[src/rtl/timer_counter.sv]
// timer_counter: memory-mapped down-counting timer with a maskable interrupt.
// Register map (word addressed): 0 = CTRL {IM, MODE[1:0], EN}, 1 = PRESET,
// 2 = COUNT (read-only), 3 = reads zero. Reads are combinational.
module timer_counter #(
    parameter int WIDTH = 32
) (
    input  logic        clk,
    input  logic        reset,
    input  logic [1:0]  addr,
    input  logic        we,
    input  logic [3:0]  byte_en,
    input  logic [31:0] wdata,
    output logic [31:0] rdata,
    output logic        irq
);

    typedef enum logic [1:0] {
        IDLE = 2'd0,
        LOAD = 2'd1,
        CNT  = 2'd2,
        INT  = 2'd3
    } state_t;

    state_t             r_state;
    state_t             w_next_state;
    logic               r_en;
    logic [1:0]         r_mode;
    logic               r_im;
    logic [WIDTH-1:0]   r_preset;
    logic [WIDTH-1:0]   r_count;
    logic               r_irq_flag;

    logic               w_ctrl_wr;
    logic               w_preset_wr;
    logic [31:0]        w_preset_ext;
    logic [31:0]        w_count_ext;
    logic [31:0]        w_preset_merged;
    logic               w_fsm_load;
    logic               w_fsm_dec;
    logic               w_fsm_set_irq;
    logic               w_fsm_clr_irq;
    logic               w_fsm_clr_en;

    // CTRL only has fields in byte 0, so only byte_en[0] makes a CTRL write count.
    assign w_ctrl_wr   = we && (addr == 2'd0) && byte_en[0];
    assign w_preset_wr = we && (addr == 2'd1);

    // Zero-extend PRESET/COUNT to the bus width and merge byte-enabled store data into PRESET.
    always_comb begin
        w_preset_ext = '0;
        w_count_ext  = '0;
        w_preset_ext[WIDTH-1:0] = r_preset;
        w_count_ext[WIDTH-1:0]  = r_count;
        w_preset_merged = w_preset_ext;
        for (int i = 0; i < 4; i++) begin
            if (byte_en[i]) begin
                w_preset_merged[8*i +: 8] = wdata[8*i +: 8];
            end
        end
    end

    // Combinational read mux; a same-cycle write is not visible until the next edge.
    always_comb begin
        rdata = '0;
        case (addr)
            2'd0:    rdata = {28'd0, r_im, r_mode, r_en};
            2'd1:    rdata = w_preset_ext;
            2'd2:    rdata = w_count_ext;
            default: rdata = '0;
        endcase
    end

    assign irq = r_irq_flag & r_im;

    // Next-state and datapath control: IDLE -> LOAD -> CNT (down to zero) -> INT.
    always_comb begin
        w_next_state  = r_state;
        w_fsm_load    = 1'b0;
        w_fsm_dec     = 1'b0;
        w_fsm_set_irq = 1'b0;
        w_fsm_clr_irq = 1'b0;
        w_fsm_clr_en  = 1'b0;
        case (r_state)
            IDLE: begin
                if (r_en) begin
                    w_next_state = LOAD;
                end
            end
            LOAD: begin
                w_fsm_load   = 1'b1;
                w_next_state = CNT;
            end
            CNT: begin
                if (!r_en) begin
                    w_next_state = IDLE;
                end else if (r_count == '0) begin
                    w_fsm_set_irq = 1'b1;
                    w_next_state  = INT;
                end else begin
                    w_fsm_dec = 1'b1;
                end
            end
            INT: begin
                if (r_mode == 2'b01) begin
                    w_fsm_clr_irq = 1'b1;
                    w_next_state  = LOAD;
                end else begin
                    w_fsm_clr_en = 1'b1;
                    w_next_state = IDLE;
                end
            end
            default: w_next_state = IDLE;
        endcase
    end

    // State register.
    always_ff @(posedge clk or posedge reset) begin
        if (reset) begin
            r_state <= IDLE;
        end else begin
            r_state <= w_next_state;
        end
    end

    // CTRL fields; a CPU write beats the one-shot auto-disable landing in the same cycle.
    always_ff @(posedge clk or posedge reset) begin
        if (reset) begin
            r_en   <= 1'b0;
            r_mode <= 2'b00;
            r_im   <= 1'b0;
        end else if (w_ctrl_wr) begin
            r_en   <= wdata[0];
            r_mode <= wdata[2:1];
            r_im   <= wdata[3];
        end else if (w_fsm_clr_en) begin
            r_en   <= 1'b0;
        end
    end

    // PRESET holds the reload value; bits above WIDTH are dropped.
    always_ff @(posedge clk or posedge reset) begin
        if (reset) begin
            r_preset <= '0;
        end else if (w_preset_wr) begin
            r_preset <= w_preset_merged[WIDTH-1:0];
        end
    end

    // COUNT loads from PRESET and decrements only while nonzero, so it never wraps.
    always_ff @(posedge clk or posedge reset) begin
        if (reset) begin
            r_count <= '0;
        end else if (w_fsm_load) begin
            r_count <= r_preset;
        end else if (w_fsm_dec) begin
            r_count <= r_count - WIDTH'(1);
        end
    end

    // Interrupt flag: expiry sets it and wins over a CTRL write or auto-reload clear.
    always_ff @(posedge clk or posedge reset) begin
        if (reset) begin
            r_irq_flag <= 1'b0;
        end else if (w_fsm_set_irq) begin
            r_irq_flag <= 1'b1;
        end else if (w_ctrl_wr || w_fsm_clr_irq) begin
            r_irq_flag <= 1'b0;
        end
    end

endmodule

[config.mk]
export PLATFORM = sky130hd
export DESIGN_NAME = timer_counter
export DESIGN_NICKNAME = d
export VERILOG_FILES = /design/src/rtl/timer_counter.sv
export SDC_FILE = /design/constraint.sdc
export NUM_CORES = 1
export LEC_CHECK = 0
export CORE_MARGIN = 4
export CORE_UTILIZATION = 47
export CTS_CLUSTER_SIZE = 14
export DETAILED_ROUTE_END_ITERATION = 6
export PLACE_DENSITY_LB_ADDON = 0.15
export SLEW_MARGIN = 20
export SYNTH_ARGS = -nofsm -noshare
export SYNTH_HDL_FRONTEND = slang
export SYNTH_SLANG_ARGS = --single-unit
[constraint.sdc]
create_clock -name clk -period 2.45 [get_ports clk]
set_input_delay 0.49 -clock clk [delete_from_list [all_inputs] [get_ports clk]]
set_output_delay 0.49 -clock clk [all_outputs]
set_load 0.01 [all_outputs]
==> results of run 1 <==
-- kinds of logic after synthesis --
logic type / Yosys count
flops: 71
fa+ha+maj: 1
simple gates: 117
buf+inv: 36
compound gates: 104
xor+xnor: 3
mux: 47
-- metal layers --
layer	GRT usage, %	wire length [um]
met5	0	0
met3	3.09	621
met4	6.83	172
met1	28.8	4860
met2	34.5	5570
-- final timing paths --
path	start	endpoint	slack, ns	cells after the start
min reg2reg	r_preset[31]$_DFFE_PP0P_	r_count[31]$_DFFE_PP0P_	0.51	2
min in group asynchronous	reset	r_preset[8]$_DFFE_PP0P_	0.55	3
max	r_count[29]$_DFFE_PP0P_	r_count[21]$_DFFE_PP0P_	-0.003	6
max in group asynchronous	reset	r_count[30]$_DFFE_PP0P_	1.60	3
min	r_preset[31]$_DFFE_PP0P_	r_count[31]$_DFFE_PP0P_	0.51	2
max reg2reg	r_count[29]$_DFFE_PP0P_	r_count[21]$_DFFE_PP0P_	-0.003	6
-- critical path, stage by stage (launching register included) --
cell and delay [ns]:
dfrtp_1 0.38, or4_4 0.54, or4_4 0.47, o31a_1 0.36, buf_6 0.16, mux2i_1 0.13
a221o_1 0.30
-- state kept, by name, indices dropped and copies added, names as in the netlist --
signal      flops
r_preset       32
r_irq_flag      1
r_count        32
r_state         2
r_en            1
r_im            1
r_mode          2
-- layout by cell type, fill, tap and decap left out, types with 8 or more instances in the layout --
| master | count |
|---|---|
| clkbuf_2 | 8 |
| o21ai_0 | 17 |
| nand2_1 | 30 |
| a22o_1 | 28 |
| dlymetal6s2s_1 | 22 |
| nor2_1 | 17 |
| a221o_1 | 13 |
| clkdlybuf4s50_1 | 39 |
| clkbuf_8 | 9 |
| buf_4 | 54 |
| dfrtp_1 | 71 |
| nand3_1 | 12 |
| or3_1 | 9 |
| mux2_2 | 35 |
| mux2i_1 | 12 |
-- stage by stage --
| step | setup TNS [ns] | instance area [um2] | hold WS (ns) |
|---|---|---|---|
| 2_1_floorplan | -0.395 | 3980 | 0.466 |
| 5_1_grt | -0.409 | 5500 | 0.552 |
| 3_5_place_dp | -4.60 | 5050 | 0.501 |
| 3_3_place_gp | -3.51 | 5050 | 0.493 |
| 4_1_cts | -4.46 | 5230 | 0.518 |
| 6_report | -0.00301 | 5500 | 0.508 |
-- cell type report --
cell class                 instances  area [um2]  area share, %
inverter                           8        30.0          0.546
multi-input combinational        272        2050           37.4
clock inverter                     6        38.8          0.705
sequential                        71        1780           32.3
clock buffer                       9         124           2.25
timing repair buffer             139        1340           24.4
tap                              105         131           2.39
-- power groups by stage --
stage	clock [mW]	combinational, mW	sequential (mW)
floorplan	0	1.51	1.86
global placement	0	2.27	1.97
detailed placement	0	2.31	1.99
CTS	0.824	2.33	1.97
global route	0.871	2.63	2.05
finish	0.801	2.39	1.99
-- timing repair --
item                       in CTS  in global routing
gates cloned                    0                  5
setup endpoints to repair      35                 49
setup buffers                   1                 18
resized for setup               8                 51
hold endpoints to repair        0                  0
pin swaps                       1                  5
==> results.toml, run 1 <==
[finish]
fill_cells = 654
diodes = 0
nets = 543
post-route-util_pct = 66.9
finalNonFillerCells = 610
drive_gt1_share_pct = 28.9
syn_to_final_growth_pct = 39.1

[global_route]
antenna_found_initial = 0
grtUsageTotal_pct = 21.1
grt_pass1_vias = 3566
grt_max_degree = 72
gr-total-overflow = 0
grt_pass1_wl_mm = 17.1

[sta]
hold_viol = 0
slew_headroom_pct = 68.8
clock.fmax_ghz = 0.408
report.final.slew_viol_count = 0
fin_crit_ns = 2.45
setup_slack_ns = -0.00301
period_share_pct = 100
setup_viol = 1
tightest_slew_ns = 0.467
rsz0062_at_grt = "yes"
clock_skew_ns = 0.0101

[worst_setup_path]
crit_type = "flop to flop"
crit_arrival_ns = 2.68
crit_path_end_kind = "flop"
cp_max_fo = 8
crit_required_ns = 2.67
start_kind = "flop"

[detailed_routing]
vias = 3604
via_per_inst = 5.91
dr.pass1.iters = 4
wl_per_cell_um = 18.4
ant_nets = 0
drt_iter0_drc = 156
drc = 0
drt_wl_total_mm = 11.2

[logic_synthesis]
synthMuxAreaShare_pct = 13.0
synth_area_leader_cell = "dfrtp_1"
synth_fa_ha_area_share_pct = 0.316
yosysTopAreaCellShare_pct = 44.9
synth-simple-area-share_pct = 15.6
synth_area_leaders = "dfrtp_1 (45%), mux2_2 (10%), a22o_1 (6.2%)"
syn-num-nets = 421
synthXorXnorAreaFrac_pct = 0.665
syn_area_um2 = 3950
synth_common_cells = "dfrtp_1 (71), mux2_2 (35), nand2_1 (30)"
ys_ff_latch = 71
ys.flop_type = "dfrtp_1"
ys_seq_area_share_pct = 44.9
synth.most_common_cell = "dfrtp_1"
async_flop_share_pct = 100
yosys_warnings = 0
synthCells = 379
synth_top_family_by_area = "compound AO/OA/AOI/OAI gates"
yosysUniqueCellTypes = 50
synth_edf_count = 0
avgSynthCellArea_um2 = 10.4
synth_compound_area_share_pct = 20.9

[pwr]
intPower_mw = 3.19
total_power_mw = 5.18
switching_power_mw = 1.99
switching_share_pct = 38.4
peakVddDrop_mv = 0.463
p_per_area_nw_per_um2 = 941
p_comb_share_pct = 46.1
pwr-share-clk_pct = 15.5
p_seq_share_pct = 38.4
cellLeakagePower_nw = 2.68

[floorplan]
rows = 33
ios = 74
die-area_um2 = 9940
dieWidth_um = 99.7
die_h_um = 99.7
coreArea_um2 = 8220
start_util_pct = 48.1

[cts]
htree_num_levels = 3
cts_made_buffers = 9
cts.sink_count = 71
cts_tree = "built"
clock_tree.root_cell = "clkbuf_8"
cts_hold_buf = 0
worstSkewPairLatency_ns = 0.34
clkTransAtPathRegs_ns = 0.07
cts_buffer_depth = 2

[outcome]
violations = "setup timing"
status = "finished with violations"

[hold_path]
hold_class = "flop to flop"

[placed_design]
place_congestion = 0.832
pre_cts_slack_ns = -0.180
hpwl_mm = 7.20
place_inst = 571
port-buffer-count = 73

[run]
cap_viol_max_count = 0
(Power assumes the default switching activity.)
==> run 2, diff against run 1 <==
--- a/config.mk
+++ b/config.mk
@@ -6,10 +6,11 @@
 export NUM_CORES = 1
 export LEC_CHECK = 0
 export CORE_MARGIN = 4
-export CORE_UTILIZATION = 47
+export CORE_UTILIZATION = 35
 export CTS_CLUSTER_SIZE = 14
 export DETAILED_ROUTE_END_ITERATION = 6
 export PLACE_DENSITY_LB_ADDON = 0.15
+export REMOVE_ABC_BUFFERS = 1
 export SLEW_MARGIN = 20
 export SYNTH_ARGS = -nofsm -noshare
 export SYNTH_HDL_FRONTEND = slang
==> run 2 against run 1 <==
  * Clock skew fell by 0.0016 ns
  * Design area is 1.3% higher
  * Die area rose by 31%
  * Non-clock buffer count shrank 6
  * Via count decreased by 3.2%
  * Combinational power about the same
  * Wire length grew 2.3%
  * Clock power grew 61%
  * The run now ends clean
  * Hold slack better by 0.0038 ns
  * Sequential share of layout area is 0.41 points lower
==> results.toml, run 2 (synthesis gave the netlist of run 1 again) <==
[global_route]
grt_max_degree = 72
grt_pass1_vias = 3582
gr-total-overflow = 0
grtUsageTotal_pct = 18.0
antenna_found_initial = 0
grt_pass1_wl_mm = 18.8

[cts]
cts_made_buffers = 9
worstSkewPairLatency_ns = 0.33
cts_buffer_depth = 2
clock_tree.root_cell = "clkbuf_16"
cts.sink_count = 71
htree_num_levels = 3
cts_tree = "built"
clkTransAtPathRegs_ns = 0.06

[sta]
period_share_pct = 99.7
hold_ws_ns = 0.512
clock.fmax_ghz = 0.409
setup_viol = 0
fin_crit_ns = 2.44
report.final.slew_viol_count = 0
tightest_slew_ns = 0.719
hold_viol = 0
slew_headroom_pct = 51.8
setup_slack_ns = 0.00686
clock_skew_ns = 0.00852
rsz0062_at_grt = "yes"

[floorplan]
start_util_pct = 36.2
die-area_um2 = 13100
coreArea_um2 = 10900
ios = 74
die_h_um = 114
dieWidth_um = 114
rows = 38

[worst_setup_path]
crit_type = "flop to flop"
r2r-start = "r_count[29]$_DFFE_PP0P_"
worst_path_most_repeated_cell = "or4_4"
max_stage_delay_ns = 0.54
path_buf_inv = 1
crit_path_end_kind = "flop"
reg2reg_to = "r_count[21]$_DFFE_PP0P_"
start_kind = "flop"
crit_cells = 6
crit_required_ns = 2.66
crit_family = "simple AND/OR/NAND/NOR gates"
crit_arrival_ns = 2.66
rrSetupSlack_ns = 0.007
crit_chain = "or4_4 > or4_4 > o31a_1 > buf_6 > mux2i_1 > a221o_1"
reg2reg_depth = 6
crit_slowest_cell = "or4_4"
cp_max_fo = 7

[finish]
diodes = 0
fill_cells = 1035
final_cell_mix = "dfrtp_1 (71), buf_4 (49), clkdlybuf4s50_1 (40), mux2_2 (35), nand2_1 (30)"
post-route-util_pct = 50.9
nets = 537
finalInstanceArea_um2 = 5570
final_common_cell = "dfrtp_1"
drive_gt1_share_pct = 26.2
top_regs = "r_count x32, r_preset x32"
syn_to_final_growth_pct = 40.9

[pwr]
p_seq_share_pct = 34.6
p_per_area_nw_per_um2 = 1020
cellLeakagePower_nw = 2.43
peakVddDrop_mv = 0.373
intPower_mw = 3.66
switching_share_pct = 35.5
switching_power_mw = 2.02
pwr-share-clk_pct = 22.7
p_comb_share_pct = 42.7
total_power_mw = 5.67

[detailed_routing]
drt_iter0_drc = 181
via_per_inst = 5.45
drt_wl_total_mm = 11.5
drc = 0
vias = 3487
wl_per_cell_um = 17.9
ant_nets = 0
dr.pass1.iters = 4

[placed_design]
port-buffer-count = 73
place_congestion = 0.817
pre_cts_slack_ns = -0.185
dpl_cell_area_um2 = 5140
hpwl_mm = 7.60

[outcome]
status = "complete, no violations"

[hold_path]
hold_class = "flop to flop"
min_path_cells = 2
hold_end = "r_count[28]$_DFFE_PP0P_"
holdCritStartpoint = "r_preset[28]$_DFFE_PP0P_"

[run]
cap_viol_max_count = 0
[run 2: layout make-up]
class | count | area [um2] | share of cell area [%]
Timing Repair Buffer | 133 | 1260 | 22.7
Multi-Input combinational cell | 272 | 2030 | 36.5
Sequential cell | 71 | 1780 | 31.9
Clock buffer | 12 | 246 | 4.43
Inverter | 8 | 30.0 | 0.539
Tap cell | 140 | 175 | 3.15
Clock inverter | 4 | 45.0 | 0.809
[run 2: routing by layer]
| layer | global-route usage [%] | wire length, um | part of all wire [%] |
|---|---|---|---|
| met1 | 24.9 | 5350 | 47 |
| met2 | 28.6 | 5350 | 47 |
| met3 | 4.33 | 642 | 5.6 |
| met4 | 4.59 | 137 | 1.2 |
| met5 | 0 | 0 | 0 |
[run 2: power groups by stage]
stage                     logic, mW  clock network [mW]  registers, mW
after detailed placement       2.41                   0           1.96
final                          2.42                1.29           1.96
after CTS                      2.38                1.31           1.95
after global placement         2.37                   0           1.95
after floorplan                1.32                   0           1.92
after global routing           2.69                1.36           2.03
[run 2: stage by stage]
step                std cells  setup TNS, ns
global route              640         -0.425
floorplan                 351         -17.65
finish                    640              0
global placement          614          -5.34
detailed placement        614          -6.19
CTS                       633       -0.00815
[run 2: worst max-delay path by stage]
stage                             from                      end  slack (ns)
2_1_floorplan  r_count[27]$_DFFE_PP0P_   r_count[8]$_DFFE_PP0P_       -0.34
3_3_place_gp                   addr[0]                 rdata[1]       -0.17
3_5_place_dp                   addr[0]                 rdata[1]       -0.18
4_1_cts        r_count[15]$_DFFE_PP0P_  r_count[21]$_DFFE_PP0P_      -0.008
5_1_grt        r_count[29]$_DFFE_PP0P_  r_count[21]$_DFFE_PP0P_       -0.08
6_report       r_count[29]$_DFFE_PP0P_  r_count[21]$_DFFE_PP0P_       0.007
[run 2: worst reg2reg max path, cell delays in order (launching register included)]
cell	delay [ns]
dfrtp_1	0.38
or4_4	0.54
or4_4	0.47
o31a_1	0.34
buf_6	0.16
mux2i_1	0.13
a221o_1	0.32
[run 2: timing repair]
item,CTS,global route
resized for setup,39,33
buffers inserted,2,6
pin swaps,2,5
cloned,1,1
endpoints found under the setup margin,52,43
hold buffers,0,0
